$ cat src/rtl/mips_pkg.sv
// Shared MIPS datapath definitions: MULT/DIV opcode encodings, sequencer states, default width.
package mips_pkg;

    localparam int unsigned MD_WIDTH = 32;

    localparam logic MD_OP_MULT = 1'b0;
    localparam logic MD_OP_DIV  = 1'b1;

    typedef enum logic [2:0] {
        MD_IDLE,
        MD_MULT_RUN,
        MD_DIV_RUN,
        MD_FIX,
        MD_DONE
    } md_state_t;

endpackage

$ cat src/rtl/div_restore_step.sv
// One unsigned restoring-division iteration: shift {rem,quo} left, trial-subtract divisor, keep if non-negative.
module div_restore_step
    import mips_pkg::*;
#(
    parameter int unsigned WIDTH = MD_WIDTH
) (
    input  logic [WIDTH:0]   rem_i,
    input  logic [WIDTH-1:0] quo_i,
    input  logic [WIDTH-1:0] divisor_i,
    output logic [WIDTH:0]   rem_o,
    output logic [WIDTH-1:0] quo_o
);

    logic [WIDTH+1:0] shifted;
    logic [WIDTH+1:0] trial;

    assign shifted = {rem_i, quo_i[WIDTH-1]};
    assign trial   = shifted - {2'b00, divisor_i};

    // Keep the trial difference when its sign bit is clear, otherwise restore.
    always_comb begin
        rem_o = shifted[WIDTH:0];
        quo_o = {quo_i[WIDTH-2:0], 1'b0};
        if (!trial[WIDTH+1]) begin
            rem_o    = trial[WIDTH:0];
            quo_o[0] = 1'b1;
        end
    end

endmodule

$ cat src/rtl/mult_div_sequencer.sv
// Iterative signed MULT (radix-2 Booth) / DIV (restoring + sign fix) engine feeding HI/LO.
module mult_div_sequencer
    import mips_pkg::*;
#(
    parameter int unsigned WIDTH = MD_WIDTH,
    parameter int unsigned CNT_W = 6
) (
    input  logic             clk,
    input  logic             reset,
    input  logic             start,
    input  logic             op,
    input  logic [WIDTH-1:0] a,
    input  logic [WIDTH-1:0] b,
    output logic             busy,
    output logic             done,
    output logic             div0,
    output logic [WIDTH-1:0] hi,
    output logic [WIDTH-1:0] lo
);

    localparam logic [CNT_W-1:0] LAST_STEP = CNT_W'(WIDTH - 1);

    md_state_t        state_q, state_d;
    logic [CNT_W-1:0] cnt_q, cnt_d;
    // acc/q/m double as rem/quo/|divisor| during DIV; the two operations never overlap.
    logic [WIDTH:0]   acc_q, acc_d;
    logic [WIDTH-1:0] q_q, q_d;
    logic             q1_q, q1_d;
    logic [WIDTH:0]   m_q, m_d;
    logic             sign_a_q, sign_a_d;
    logic             sign_b_q, sign_b_d;
    logic [WIDTH-1:0] hi_q, hi_d;
    logic [WIDTH-1:0] lo_q, lo_d;
    logic             done_q, done_d;
    logic             div0_q, div0_d;

    logic [WIDTH:0]   booth_sum;
    logic [WIDTH:0]   booth_acc;
    logic [WIDTH-1:0] booth_q;
    logic [WIDTH:0]   div_rem;
    logic [WIDTH-1:0] div_quo;

    div_restore_step #(
        .WIDTH(WIDTH)
    ) u_div_step (
        .rem_i     (acc_q),
        .quo_i     (q_q),
        .divisor_i (m_q[WIDTH-1:0]),
        .rem_o     (div_rem),
        .quo_o     (div_quo)
    );

    // Booth add/subtract selected by {q[0], q_1}, followed by arithmetic shift right.
    always_comb begin
        booth_sum = acc_q;
        case ({q_q[0], q1_q})
            2'b01:   booth_sum = acc_q + m_q;
            2'b10:   booth_sum = acc_q - m_q;
            default: booth_sum = acc_q;
        endcase
    end

    assign booth_acc = {booth_sum[WIDTH], booth_sum[WIDTH:1]};
    assign booth_q   = {booth_sum[0], q_q[WIDTH-1:1]};

    // Next-state and datapath control.
    always_comb begin
        state_d  = state_q;
        cnt_d    = cnt_q;
        acc_d    = acc_q;
        q_d      = q_q;
        q1_d     = q1_q;
        m_d      = m_q;
        sign_a_d = sign_a_q;
        sign_b_d = sign_b_q;
        hi_d     = hi_q;
        lo_d     = lo_q;
        done_d   = 1'b0;
        div0_d   = 1'b0;

        case (state_q)
            MD_IDLE: begin
                if (start) begin
                    case (op)
                        MD_OP_MULT: begin
                            state_d = MD_MULT_RUN;
                            acc_d   = '0;
                            q_d     = b;
                            q1_d    = 1'b0;
                            m_d     = {a[WIDTH-1], a};
                            cnt_d   = '0;
                        end
                        MD_OP_DIV: begin
                            if (b == '0) begin
                                div0_d = 1'b1;
                            end else begin
                                state_d  = MD_DIV_RUN;
                                sign_a_d = a[WIDTH-1];
                                sign_b_d = b[WIDTH-1];
                                acc_d    = '0;
                                q_d      = a[WIDTH-1] ? -a : a;
                                m_d      = {1'b0, (b[WIDTH-1] ? -b : b)};
                                cnt_d    = '0;
                            end
                        end
                        default: state_d = MD_IDLE;
                    endcase
                end
            end
            MD_MULT_RUN: begin
                acc_d = booth_acc;
                q_d   = booth_q;
                q1_d  = q_q[0];
                cnt_d = cnt_q + CNT_W'(1);
                if (cnt_q == LAST_STEP) begin
                    hi_d    = booth_acc[WIDTH-1:0];
                    lo_d    = booth_q;
                    state_d = MD_DONE;
                    done_d  = 1'b1;
                end
            end
            MD_DIV_RUN: begin
                acc_d = div_rem;
                q_d   = div_quo;
                cnt_d = cnt_q + CNT_W'(1);
                if (cnt_q == LAST_STEP) begin
                    state_d = MD_FIX;
                end
            end
            MD_FIX: begin
                lo_d    = (sign_a_q ^ sign_b_q) ? -q_q : q_q;
                hi_d    = sign_a_q ? -acc_q[WIDTH-1:0] : acc_q[WIDTH-1:0];
                state_d = MD_DONE;
                done_d  = 1'b1;
            end
            MD_DONE: begin
                state_d = MD_IDLE;
            end
            default: begin
                state_d = MD_IDLE;
            end
        endcase
    end

    // State and datapath registers with synchronous reset.
    always_ff @(posedge clk) begin
        if (reset) begin
            state_q  <= MD_IDLE;
            cnt_q    <= '0;
            acc_q    <= '0;
            q_q      <= '0;
            q1_q     <= 1'b0;
            m_q      <= '0;
            sign_a_q <= 1'b0;
            sign_b_q <= 1'b0;
            hi_q     <= '0;
            lo_q     <= '0;
            done_q   <= 1'b0;
            div0_q   <= 1'b0;
        end else begin
            state_q  <= state_d;
            cnt_q    <= cnt_d;
            acc_q    <= acc_d;
            q_q      <= q_d;
            q1_q     <= q1_d;
            m_q      <= m_d;
            sign_a_q <= sign_a_d;
            sign_b_q <= sign_b_d;
            hi_q     <= hi_d;
            lo_q     <= lo_d;
            done_q   <= done_d;
            div0_q   <= div0_d;
        end
    end

    assign busy = (state_q == MD_MULT_RUN) || (state_q == MD_DIV_RUN) || (state_q == MD_FIX);
    assign done = done_q;
    assign div0 = div0_q;
    assign hi   = hi_q;
    assign lo   = lo_q;

endmodule

$ cat config.mk
export PLATFORM = sky130hd
export DESIGN_NAME = mult_div_sequencer
export DESIGN_NICKNAME = d
export VERILOG_FILES = /design/src/rtl/mips_pkg.sv /design/src/rtl/div_restore_step.sv /design/src/rtl/mult_div_sequencer.sv
export SDC_FILE = /design/constraint.sdc
export NUM_CORES = 1
export LEC_CHECK = 0
export BUFFER_PORTS_ARGS = -buffer_cell sky130_fd_sc_hd__buf_2
export CORE_MARGIN = 2
export CORE_UTILIZATION = 50
export DETAILED_ROUTE_END_ITERATION = 10
export PLACE_DENSITY = 0.71
export SYNTH_ARGS = -nofsm -noshare
export SYNTH_HDL_FRONTEND = slang
export SYNTH_SLANG_ARGS = --single-unit
$ cat constraint.sdc
create_clock -name clk -period 4.2 [get_ports clk]
set_input_delay 0.21 -clock clk [delete_from_list [all_inputs] [get_ports clk]]
set_output_delay 0.21 -clock clk [all_outputs]
set_load 0.02 [all_outputs]
# --- After elaboration in Yosys (flattened, before gate mapping) ---
# Cells that the tools add are included.
word_totals:
  memories: 0
  word_cells: 91
  ramBits: 0
  reg_bits: 176
  out_inout_bits: 67
  latchBits: 0
  rom_bits: 0
classes:
  n_mul: 0
  n_shift: 0
  n_mux: 37
  magnitude_cmp: 0
  div: 0
  reduce_logical: 17
  addsub: 8
  bitwise: 5
  n_eq_ne: 12
op_table:
  columns: ["operator", "n"]
  rows:
  - ["32-bit two-way mux", 8]
  - ["33-bit one-hot mux with 2 select lines", 3]
  - ["32-bit one-hot mux with 2 select lines", 3]
  - ["33-bit two-way mux", 4]
  - ["32-bit negation", 4]
  - ["33-bit one-hot mux with 3 select lines", 1]
  - ["32-bit one-hot mux with 3 select lines", 1]
  - ["34-bit by 32-bit subtractor with 34-bit output", 1]
  - ["33-bit adder", 1]
  - ["33-bit subtractor", 1]
  - ["32-bit zero test", 1]
  - ["6-bit one-hot mux with 2 select lines", 2]
  - ["3-bit two-way mux", 4]
  - ["6-bit two-way mux", 2]
  - ["3-bit one-hot mux with 4 select lines", 1]
  - ["3-bit AND reduction", 4]
  - ["2-bit != test, second input constant", 5]
  - ["4-bit AND reduction", 2]
  - ["6-bit by 1-bit adder with 6-bit output, second input constant", 1]
  - ["3-bit by 2-bit == test with 1-bit output, second input constant", 2]
  - ["6-bit by 5-bit == test with 1-bit output, second input constant", 1]
  - ["3-bit one-hot mux with 2 select lines", 1]
  - ["2-bit nonzero test", 3]
  - ["1-bit two-way mux", 5]
  - ["other kinds (13)", 18]

# --- Longest topological paths before layout ---
# Gate-level depths: netlist of the first run.
logic_depth:
  word_depth: 6
  mapped_depth: 18
  depth_no_buf: 18

# --- Modules after synthesis ---
# From an unflattened synthesis of the first run, not the netlist that was laid out.
unflattened:
  cells_unflattened: 2047
  area_unflattened_um2: 15359.7
modules_own_cells:
  columns: ["module", "instances", "area_each_um2", "seq_area_each_um2", "cells_per_inst"]
  rows:
  - ["mult_div_sequencer", 1, 12913.6, 3523.4, 1710]
  - ["div_restore_step", 1, 2446.1, 0.0, 337]

# --- Worst setup path before layout of the first run ---
# Ideal clock, no wire load.
synth_path:
  kind: "register to register"
  start: "register m_q[2]"
  end: "register hi_q[31], in the netlist hi[31]"
  arrival_time_ps: 3928
  stages_incl_launch_ff: 19
  slack_ps: 145
  required_ps: 4073
  synth_period_minus_slack_ps: 4055
  n_path_buf: 1
  cell_sequence: "dfxtp_1 nor3_1 and3_1 clkbuf_1 nor4b_1 a21o_1 o21ai_0 xnor2_1 ha_1 a21o_1 a21o_1 a21oi_1 o21ai_0 nand4_1 o2bb2ai_1 nor2_1 xnor2_1 o2111a_1 or3_1"
synth_via:
  elab_chain_len: 4
  word_cells_on_any_way: 5
  classes_between: "2 x add/sub; 3 x mux"
synth_lines:
  columns: ["item", "line", "text"]
  rows:
  - ["start, declared", "mult_div_sequencer.sv:29", "logic [WIDTH:0] m_q, m_d;"]
  - ["start signal, assigned", "mult_div_sequencer.sv:166", "m_q <= m_d;"]
  - ["33-bit subtractor or 33-bit adder (tied branches)", "mult_div_sequencer.sv:58, mult_div_sequencer.sv:57", null]
  - ["33-bit one-hot mux with 2 select lines *", "mult_div_sequencer.sv:56", "case ({q_q[0], q1_q})"]
  - ["32-bit two-way mux *", "mult_div_sequencer.sv:115", "if (cnt_q == LAST_STEP) begin"]
  - ["32-bit one-hot mux with 2 select lines *", "mult_div_sequencer.sv:81", "case (state_q)"]
  - ["end signal, assigned", "mult_div_sequencer.sv:169", "hi_q <= hi_d;"]
  - ["end, declared", "mult_div_sequencer.sv:32", "logic [WIDTH-1:0] hi_q, hi_d;"]
# Every way passes the cells marked *; elsewhere a longest branch is shown, timed or not. The select of a mux whose other input is x is not followed.
# A chain may end at the register's enable or synchronous reset.

# --- Worst setup path in the final report of the first run ---
layout_path:
  start: "register m_q[18]"
  end: "register acc_q[31]"
layout_via:
  elab_chain_len: 3
  word_cells_on_any_way: 6
  classes_between: "3 x add/sub; 3 x mux"
layout_lines:
  columns: ["item", "line", "text"]
  rows:
  - ["33-bit subtractor, or another cell as far along", "mult_div_sequencer.sv:58", "2'b10: booth_sum = acc_q - m_q;"]
  - ["33-bit one-hot mux with 2 select lines or 33-bit two-way mux (tied branches)", "mult_div_sequencer.sv:56, div_restore_step.sv:24", null]
  - ["33-bit one-hot mux with 3 select lines *", "mult_div_sequencer.sv:81", null]
  - ["end signal, assigned", "mult_div_sequencer.sv:150", "acc_q <= '0;"]
  - ["end signal, assigned", "mult_div_sequencer.sv:163", "acc_q <= acc_d;"]
  - ["end, declared", "mult_div_sequencer.sv:26", "logic [WIDTH:0] acc_q, acc_d;"]
# Every way passes the cells marked *; elsewhere a longest branch is shown, timed or not.

==> summary.log, run 1 <==
qor: status.result_of_the_run complete, no violations
qor: clock_tree.hold_buffers 0
qor: power_and_ir_drop.power_frac_comb 51.8%
qor: clock_tree.clock_sinks 176
qor: route.antenna_left 0
qor: timing.setup_viol 0
qor: setup_path.setup.worst_path.class flip-flop to flip-flop
qor: final_layout.multiInputGateArea 11,000 um^2
qor: route.detail_route.first_pass.iterations 6
qor: place.gpl.final_weighted_congestion 1.01
qor: synth.synth_seq_cells 176
qor: synth.sequential_fraction_of_the_synthesis_area 23.1%
qor: worst_hold_path.path_class_of_the_lowest_slack_min_delay_path primary input to flip-flop
qor: flow_run.max_capacitance_violation_count 0
qor: floorplan.initial_core_util 51.1%
qor: place.dpl_cell_area 16,600 um^2
qor: synth.synthesis.area 15,300 um^2
qor: power_and_ir_drop.power.internal 0.00433 W
qor: global_routing.remaining_overflow_grt 0
qor: clock_tree.worstSkewPairLatency 0.44 ns
qor: route.met1_routed_wirelength_after_detailed_routing 26.0 mm
qor: floorplan.dieWidth 179 um
qor: global_routing.grt_antenna_before_repair 0
qor: power_and_ir_drop.total_switching_power 0.00343 W
qor: setup_path.crit_fanout 7
qor: synth.postSynthAreaPerCell 7.28 um^2
qor: clock_tree.clkTransAtPathRegs 0.08 ns
qor: final_layout.syn2layout_area_growth 13.8%
qor: timing.slew_viol_final 0
qor: global_routing.groute.usage.overall 33.7%
qor: timing.worstMarginPinSlew 0.975 ns
qor: route.detail_route.iter0.violations 2,440
qor: final_layout.sequential_cell_area 3520 um^2
qor: timing.final.setup_skew 0.0174 ns
qor: synth.netlist.area_leader.share 23.1%
qor: setup_path.worst_ep_required_time 4.55 ns
qor: timing.fin_worst_hold_slack 0.208 ns
qor: route.drc_errors 0
qor: synth.ys_dominant_reg_cell sky130_fd_sc_hd__dfxtp_1
qor: timing.max_freq 0.253 GHz
qor: timing.relSlewSlack 34.9%
qor: synth.number_of_enable_flip_flop_cells_after_synthesis 0
qor: floorplan.rows 63
qor: final_layout.fin_nets 2,334
qor: final_layout.post_layout_nonfiller_instances 2,594
qor: clock_tree.clockBufferDepth 2
qor: synth.synth_nets 2,238
qor: place.dp.final_hpwl 42.7 mm
qor: route.route.vias.total 16,469
qor: synth.syn-instance-count 2,097
qor: power_and_ir_drop.clkPwrFrac 22.2%
qor: synth.most_used_standard_cells_in_the_synthesized_netlist sky130_fd_sc_hd__nor2_1 (256), sky130_fd_sc_hd__a21oi_1 (200), sky130_fd_sc_hd__dfxtp_1 (176)
qor: clock_tree.cts_made_buffers 17
qor: place.port_buffers 134
qor: power_and_ir_drop.vdd_drop_max 0.315 mV
qor: place.dp.cells 2,561
qor: floorplan.fp.dieH 179 um
qor: route.totalWireLength 54.9 mm
qor: clock_tree.clockRootBuffer sky130_fd_sc_hd__clkbuf_16
qor: global_routing.grt_pass1_vias 14,139
qor: route.met2_wire_len 21.8 mm
qor: route.met3_wire_length 6.34 mm
qor: floorplan.standard_cell_core_area 29,900 um^2
qor: timing.final_period_minus_worst_setup_slack 3.96 ns
qor: final_layout.post-route-cell-area 17,400 um^2
qor: synth.ys_warn_count 0
qor: synth.synth.most_common_cell sky130_fd_sc_hd__nor2_1
qor: power_and_ir_drop.power_per_cell_area 447 nW/um^2
qor: final_layout.diodes 0
qor: setup_path.timing.critical_path.arrival 4.30 ns
qor: synth.ys_async_sr_fraction 0%
qor: floorplan.pin_count 135
qor: final_layout.layout-drive-gt1-share 15.0%
qor: synth.synth_area_leaders sky130_fd_sc_hd__dfxtp_1 (23%), sky130_fd_sc_hd__a21oi_1 (6.6%), sky130_fd_sc_hd__xor2_1 (6.5%), sky130_fd_sc_hd__nor2_1 (6.3%), sky130_fd_sc_hd__ha_1 (5.8%)
qor: power_and_ir_drop.power.sequential.fraction 26.0%
qor: setup_path.worst_setup_path_start_kind flip-flop
qor: timing.finalCritPeriodShare 94.2%
qor: route.wirelength_per_cell 21.2 um
qor: synth.ys_types 78
qor: global_routing.grt_first_pass_wirelength 83.4 mm
qor: route.routed.top_layer met4
qor: timing.final_hold_viol_count 0
qor: clock_tree.tritoncts yes
qor: route.detail_route.vias_per_cell 6.35
qor: power_and_ir_drop.p_sw_share 44.2%
qor: setup_path.endpoint_kind flip-flop
qor: global_routing.grt_start_max_net_pins 109
qor: power_and_ir_drop.power.static_leakage 7.15 nW
qor: timing.timing.setup.tns 0 ns
qor: final_layout.fillers 2,849
qor: floorplan.design.die.area 32,000 um^2
qor: synth.synth_top_area_cell sky130_fd_sc_hd__dfxtp_1
qor: clock_tree.clock_tree.htree_level_count 4
## area by class of cell
class	instances	area share, %
Timing Repair Buffer	241	8.66
Multi-Input combinational cell	1694	63.4
Tap cell	390	2.81
Clock buffer	18	2.53
Sequential cell	176	20.3
Clock inverter	12	0.994
Inverter	63	1.36
## routing by layer
layer  GRT usage, %  vias up
met5              0        -
met4           5.86        0
met3           6.47       47
met2           45.9      879
met1           54.0     7684
li1               -     7859
## cells in the final DEF (no fill, tap or decap), drive strengths merged, types with 30 or more instances in the layout
cell    instances
a21oi         200
buf           241
nand3          30
or3            35
xor2          114
a21o           37
inv            68
nor3           49
o22ai          40
ha             71
o31ai          38
nand2         173
a211oi         84
o21ai         119
nor2          256
dfxtp         176
xnor2          92
o221ai         31
## per-stage QoR
stage / power (W) / util (%) / worst slack (ns)
2_1_floorplan: 0.00456 / - / 0.145
3_3_place_gp: 0.00588 / 55.7 / 0.146
3_5_place_dp: 0.00589 / 55.7 / 0.0444
4_1_cts: 0.00760 / 57.7 / 0.00971
5_1_grt: 0.00814 / 58.2 / -0.0368
6_report: 0.00776 / 58.2 / 0.245
## path summary, 6_finish.rpt
check | endpoint | from | slack [ns] | cells after the start
worst max-delay path | acc_q[31]$_SDFFE_PP0P_ | m_q[18]$_SDFFE_PP0P_ | 0.24 | 17
worst min-delay path | state_q[1]$_SDFFE_PP0P_ | op | 0.21 | 3
worst max register to register | acc_q[31]$_SDFFE_PP0P_ | m_q[18]$_SDFFE_PP0P_ | 0.24 | 17
worst min register to register | lo[15]$_SDFFE_PP0P_ | lo[15]$_SDFFE_PP0P_ | 0.45 | 2
## worst max-delay path: stages, from the launching register on
cell and delay, ns:
sky130_fd_sc_hd__dfxtp_1 0.39, sky130_fd_sc_hd__nor4_2 0.36, sky130_fd_sc_hd__nand2_1 0.14, sky130_fd_sc_hd__nor3_2 0.22
sky130_fd_sc_hd__and3_2 0.32, sky130_fd_sc_hd__a31oi_1 0.12, sky130_fd_sc_hd__xnor2_1 0.15, sky130_fd_sc_hd__ha_1 0.46
sky130_fd_sc_hd__and3_1 0.24, sky130_fd_sc_hd__nand2_1 0.10, sky130_fd_sc_hd__o21ai_1 0.20, sky130_fd_sc_hd__nand4_1 0.12
sky130_fd_sc_hd__o2bb2ai_1 0.15, sky130_fd_sc_hd__buf_4 0.15, sky130_fd_sc_hd__or3_1 0.34, sky130_fd_sc_hd__nand4b_1 0.10
sky130_fd_sc_hd__nor2_1 0.07, sky130_fd_sc_hd__o32ai_1 0.23
## power by group through the flow
stage	Sequential, W	Clock [W]	Combinational [W]
finish	0.00202	0.00172	0.00402
global route	0.00203	0.00180	0.00431
CTS	0.00200	0.00173	0.00387
detailed placement	0.00204	0	0.00385
global placement	0.00203	0	0.00385
floorplan	0.00194	0	0.00261
## kinds of logic after synthesis
family                   synth area share [%]
AO/OA/AOI/OAI                            31.1
flip-flops                               23.1
buffers and inverters                    5.69
multiplexers                             1.73
XOR/XNOR                                 11.8
AND/OR/NAND/NOR                          20.5
adder cells (fa/ha/maj)                  6.08
## sequential cells by signal (all words and copies together), names as in the netlist
register / flops
acc_q: 33
m_q: 33
done: 1
div0: 1
cnt_q: 6
hi: 32
state_q: 3
lo: 32
sign_b_q: 1
q1_q: 1
sign_a_q: 1
q_q: 32
## timing repair
item                                    in CTS  in global routing
setup buffers                                0                  3
resized for setup                            0                 28
endpoints found under the setup margin       0                 23
Note: power is estimated with default switching activity, not from simulation.
==> inputs of run 2 (changes only) <==
Settings changed: CAP_MARGIN from default to 40, RECOVER_POWER from default to 25.
==> run 2 against run 1 <==
  * Global-route usage increased by 0.32 points
  * Combinational power about the same
  * Sequential share of layout area increased by 0.056 points
  * Flip-flop and latch count unchanged
==> summary.log, run 2 (synthesis gave the netlist of run 1 again) <==
qor: status.result_of_the_run complete, no violations
qor: timing.final_period_minus_worst_setup_slack 3.97 ns
qor: final_layout.diodes 0
qor: floorplan.pin_count 135
qor: setup_path.critical-path-slowest-cell sky130_fd_sc_hd__a2111oi_1
qor: timing.setup_viol 0
qor: final_layout.post_layout_nonfiller_instances 2,598
qor: timing.max_freq 0.252 GHz
qor: final_layout.fin_nets 2,336
qor: route.detail_route.first_pass.iterations 7
qor: route.detail_route.vias_per_cell 6.35
qor: timing.worstMarginPinSlew 0.889 ns
qor: clock_tree.clkTransAtPathRegs 0.08 ns
qor: floorplan.initial_core_util 51.1%
qor: final_layout.layout-drive-gt1-share 12.3%
qor: timing.slew_viol_final 0
qor: final_layout.sequential_cell_area 3520 um^2
qor: setup_path.worst_r2r_endpoint hi[30]$_SDFFE_PP0P_
qor: setup_path.worst_ep_required_time 4.56 ns
qor: final_layout.most_common_cell_after_layout_fill_and_taps_aside sky130_fd_sc_hd__nor2_1
qor: clock_tree.cts_made_buffers 17
qor: flow_run.max_capacitance_violation_count 0
qor: clock_tree.clock_tree.htree_level_count 4
qor: power_and_ir_drop.vdd_drop_max 0.299 mV
qor: timing.final_hold_viol_count 0
qor: setup_path.timing.critical_path.arrival 4.33 ns
qor: setup_path.buffer_and_inverter_count_on_the_worst_path 3
qor: global_routing.remaining_overflow_grt 0
qor: power_and_ir_drop.power_per_cell_area 443 nW/um^2
qor: global_routing.groute.usage.overall 34.0%
qor: route.met1_routed_wirelength_after_detailed_routing 26.3 mm
qor: timing.final.setup_skew 0.0124 ns
qor: worst_hold_path.hp_start reset
qor: setup_path.worst_setup_path_start_kind flip-flop
qor: route.detail_route.iter0.violations 2,081
qor: setup_path.worst-r2r-cell-count 19
qor: setup_path.critical_path_cell_by_cell inv_1 -> ha_1 -> nand2_2 -> nor4_1 -> nor2_1 -> xnor2_1 -> ha_1 -> nand2_1 -> a2111oi_1 -> buf_4 -> o2111ai_1 -> nand3b_1 -> a21oi_2 -> buf_4 -> nor2_1 -> o32ai_1 -> nor3_2 -> mux2i_1 -> o22ai_1
qor: clock_tree.clockRootBuffer sky130_fd_sc_hd__clkbuf_16
qor: setup_path.critical-path-max-stage-delay 0.39 ns
qor: final_layout.syn2layout_area_growth 13.5%
qor: route.routed.top_layer met4
qor: route.route.vias.total 16,501
qor: final_layout.multiInputGateArea 11,000 um^2
qor: floorplan.fp.dieH 179 um
qor: worst_hold_path.worstHoldPathCells 2
qor: clock_tree.clockBufferDepth 2
qor: global_routing.grt_first_pass_wirelength 84.1 mm
qor: setup_path.crit_fanout 6
qor: worst_hold_path.endpoint_of_the_worst_hold_path lo[26]$_SDFFE_PP0P_
qor: place.dp.cells 2,564
qor: route.met3_wire_length 6.24 mm
qor: place.gpl.final_weighted_congestion 1.01
qor: setup_path.rr_startpoint m_q[1]$_SDFFE_PP0P_
qor: floorplan.rows 63
qor: global_routing.grt_pass1_vias 14,364
qor: place.port_buffers 134
qor: floorplan.design.die.area 32,000 um^2
qor: power_and_ir_drop.fin_total_pwr 0.00768 W
qor: clock_tree.tritoncts yes
qor: timing.rsz0062_at_grt true
qor: global_routing.grt_antenna_before_repair 0
qor: worst_hold_path.path_class_of_the_lowest_slack_min_delay_path primary input to flip-flop
qor: final_layout.fillers 2,904
qor: route.drc_errors 0
qor: final_layout.largestRegisters acc_q: 33 flops, m_q: 33 flops
qor: route.wirelength_per_cell 21.4 um
qor: global_routing.grt_start_max_net_pins 84
qor: setup_path.endpoint_kind flip-flop
qor: route.antenna_left 0
qor: floorplan.standard_cell_core_area 29,900 um^2
qor: setup_path.critPathLaunch m_q[1]$_SDFFE_PP0P_
qor: clock_tree.clock_sinks 176
qor: clock_tree.worstSkewPairLatency 0.44 ns
qor: power_and_ir_drop.power.static_leakage 6.91 nW
qor: route.met2_wire_len 22.1 mm
qor: final_layout.most-common-layout-cells sky130_fd_sc_hd__nor2_1 (254), sky130_fd_sc_hd__a21oi_1 (197), sky130_fd_sc_hd__dfxtp_1 (176), sky130_fd_sc_hd__nand2_1 (171), sky130_fd_sc_hd__xor2_1 (114)
qor: route.totalWireLength 55.5 mm
qor: timing.finalCritPeriodShare 94.6%
qor: setup_path.crit_family simple AND/OR/NAND/NOR gates
qor: timing.relSlewSlack 40.7%
qor: floorplan.dieWidth 179 um
qor: setup_path.setup.worst_path.class flip-flop to flip-flop
qor: setup_path.rrSetupSlack 0.23 ns
qor: place.dp.final_hpwl 42.9 mm
run 2: what timing repair did:
action,in CTS,in global routing
gates resized for setup,0,26
setup buffers,0,2
endpoints found under the setup margin,0,24
hold buffers,0,0
run 2: stage by stage:
step	utilization, %	hold slack (ns)	cell area (um^2)	TNS [ns]	setup slack, ns
2_1_floorplan	-	0.384	15300	0	0.145
3_3_place_gp	55.7	0.435	16600	0	0.146
3_5_place_dp	55.9	0.441	16700	0	0.0805
4_1_cts	57.8	0.164	17300	0	0.0523
5_1_grt	58.0	0.198	17300	-0.134	-0.0455
6_report	58.0	0.182	17300	0	0.229
run 2: worst register-to-register path, stage by stage (launching register included):
cell                        delay [ns]
sky130_fd_sc_hd__dfxtp_1          0.33
sky130_fd_sc_hd__inv_1            0.17
sky130_fd_sc_hd__ha_1             0.27
sky130_fd_sc_hd__nand2_2          0.13
sky130_fd_sc_hd__nor4_1           0.19
sky130_fd_sc_hd__nor2_1           0.09
sky130_fd_sc_hd__xnor2_1          0.15
sky130_fd_sc_hd__ha_1             0.35
sky130_fd_sc_hd__nand2_1          0.09
sky130_fd_sc_hd__a2111oi_1        0.39
sky130_fd_sc_hd__buf_4            0.18
sky130_fd_sc_hd__o2111ai_1        0.17
sky130_fd_sc_hd__nand3b_1         0.25
sky130_fd_sc_hd__a21oi_2          0.10
sky130_fd_sc_hd__buf_4            0.14
sky130_fd_sc_hd__nor2_1           0.21
sky130_fd_sc_hd__o32ai_1          0.14
sky130_fd_sc_hd__nor3_2           0.26
sky130_fd_sc_hd__mux2i_1          0.10
sky130_fd_sc_hd__o22ai_1          0.16
run 2: area by class of cell:
| type | count | area share, % |
|---|---|---|
| Multi-Input combinational cell | 1694 | 63.6 |
| Sequential cell | 176 | 20.3 |
| Timing Repair Buffer | 243 | 8.53 |
| Tap cell | 390 | 2.82 |
| Clock buffer | 18 | 2.53 |
| Inverter | 63 | 1.36 |
| Clock inverter | 14 | 0.816 |
run 2: power by group:
group | switching (W) | internal (W)
sequential | 0.000233 | 0.00179
clock | 0.000817 | 0.000807
combinational | 0.00245 | 0.00159
total | 0.00350 | 0.00418
run 2: routing by layer:
layer / GRT usage (%) / vias up
li1: - / 7872
met1: 53.3 / 7769
met2: 46.8 / 815
met3: 7.44 / 45
met4: 6.44 / 0
met5: 0 / -
run 2: how the worst max path moves through the flow:
stage,end,slack (ns),cells after the start
2_1_floorplan,hi[31]$_SDFFE_PP0P_,0.14,18
3_3_place_gp,hi[31]$_SDFFE_PP0P_,0.15,16
3_5_place_dp,acc_q[32]$_SDFFE_PP0P_,0.08,17
4_1_cts,acc_q[32]$_SDFFE_PP0P_,0.05,17
5_1_grt,hi[31]$_SDFFE_PP0P_,-0.05,16
6_report,hi[30]$_SDFFE_PP0P_,0.23,19
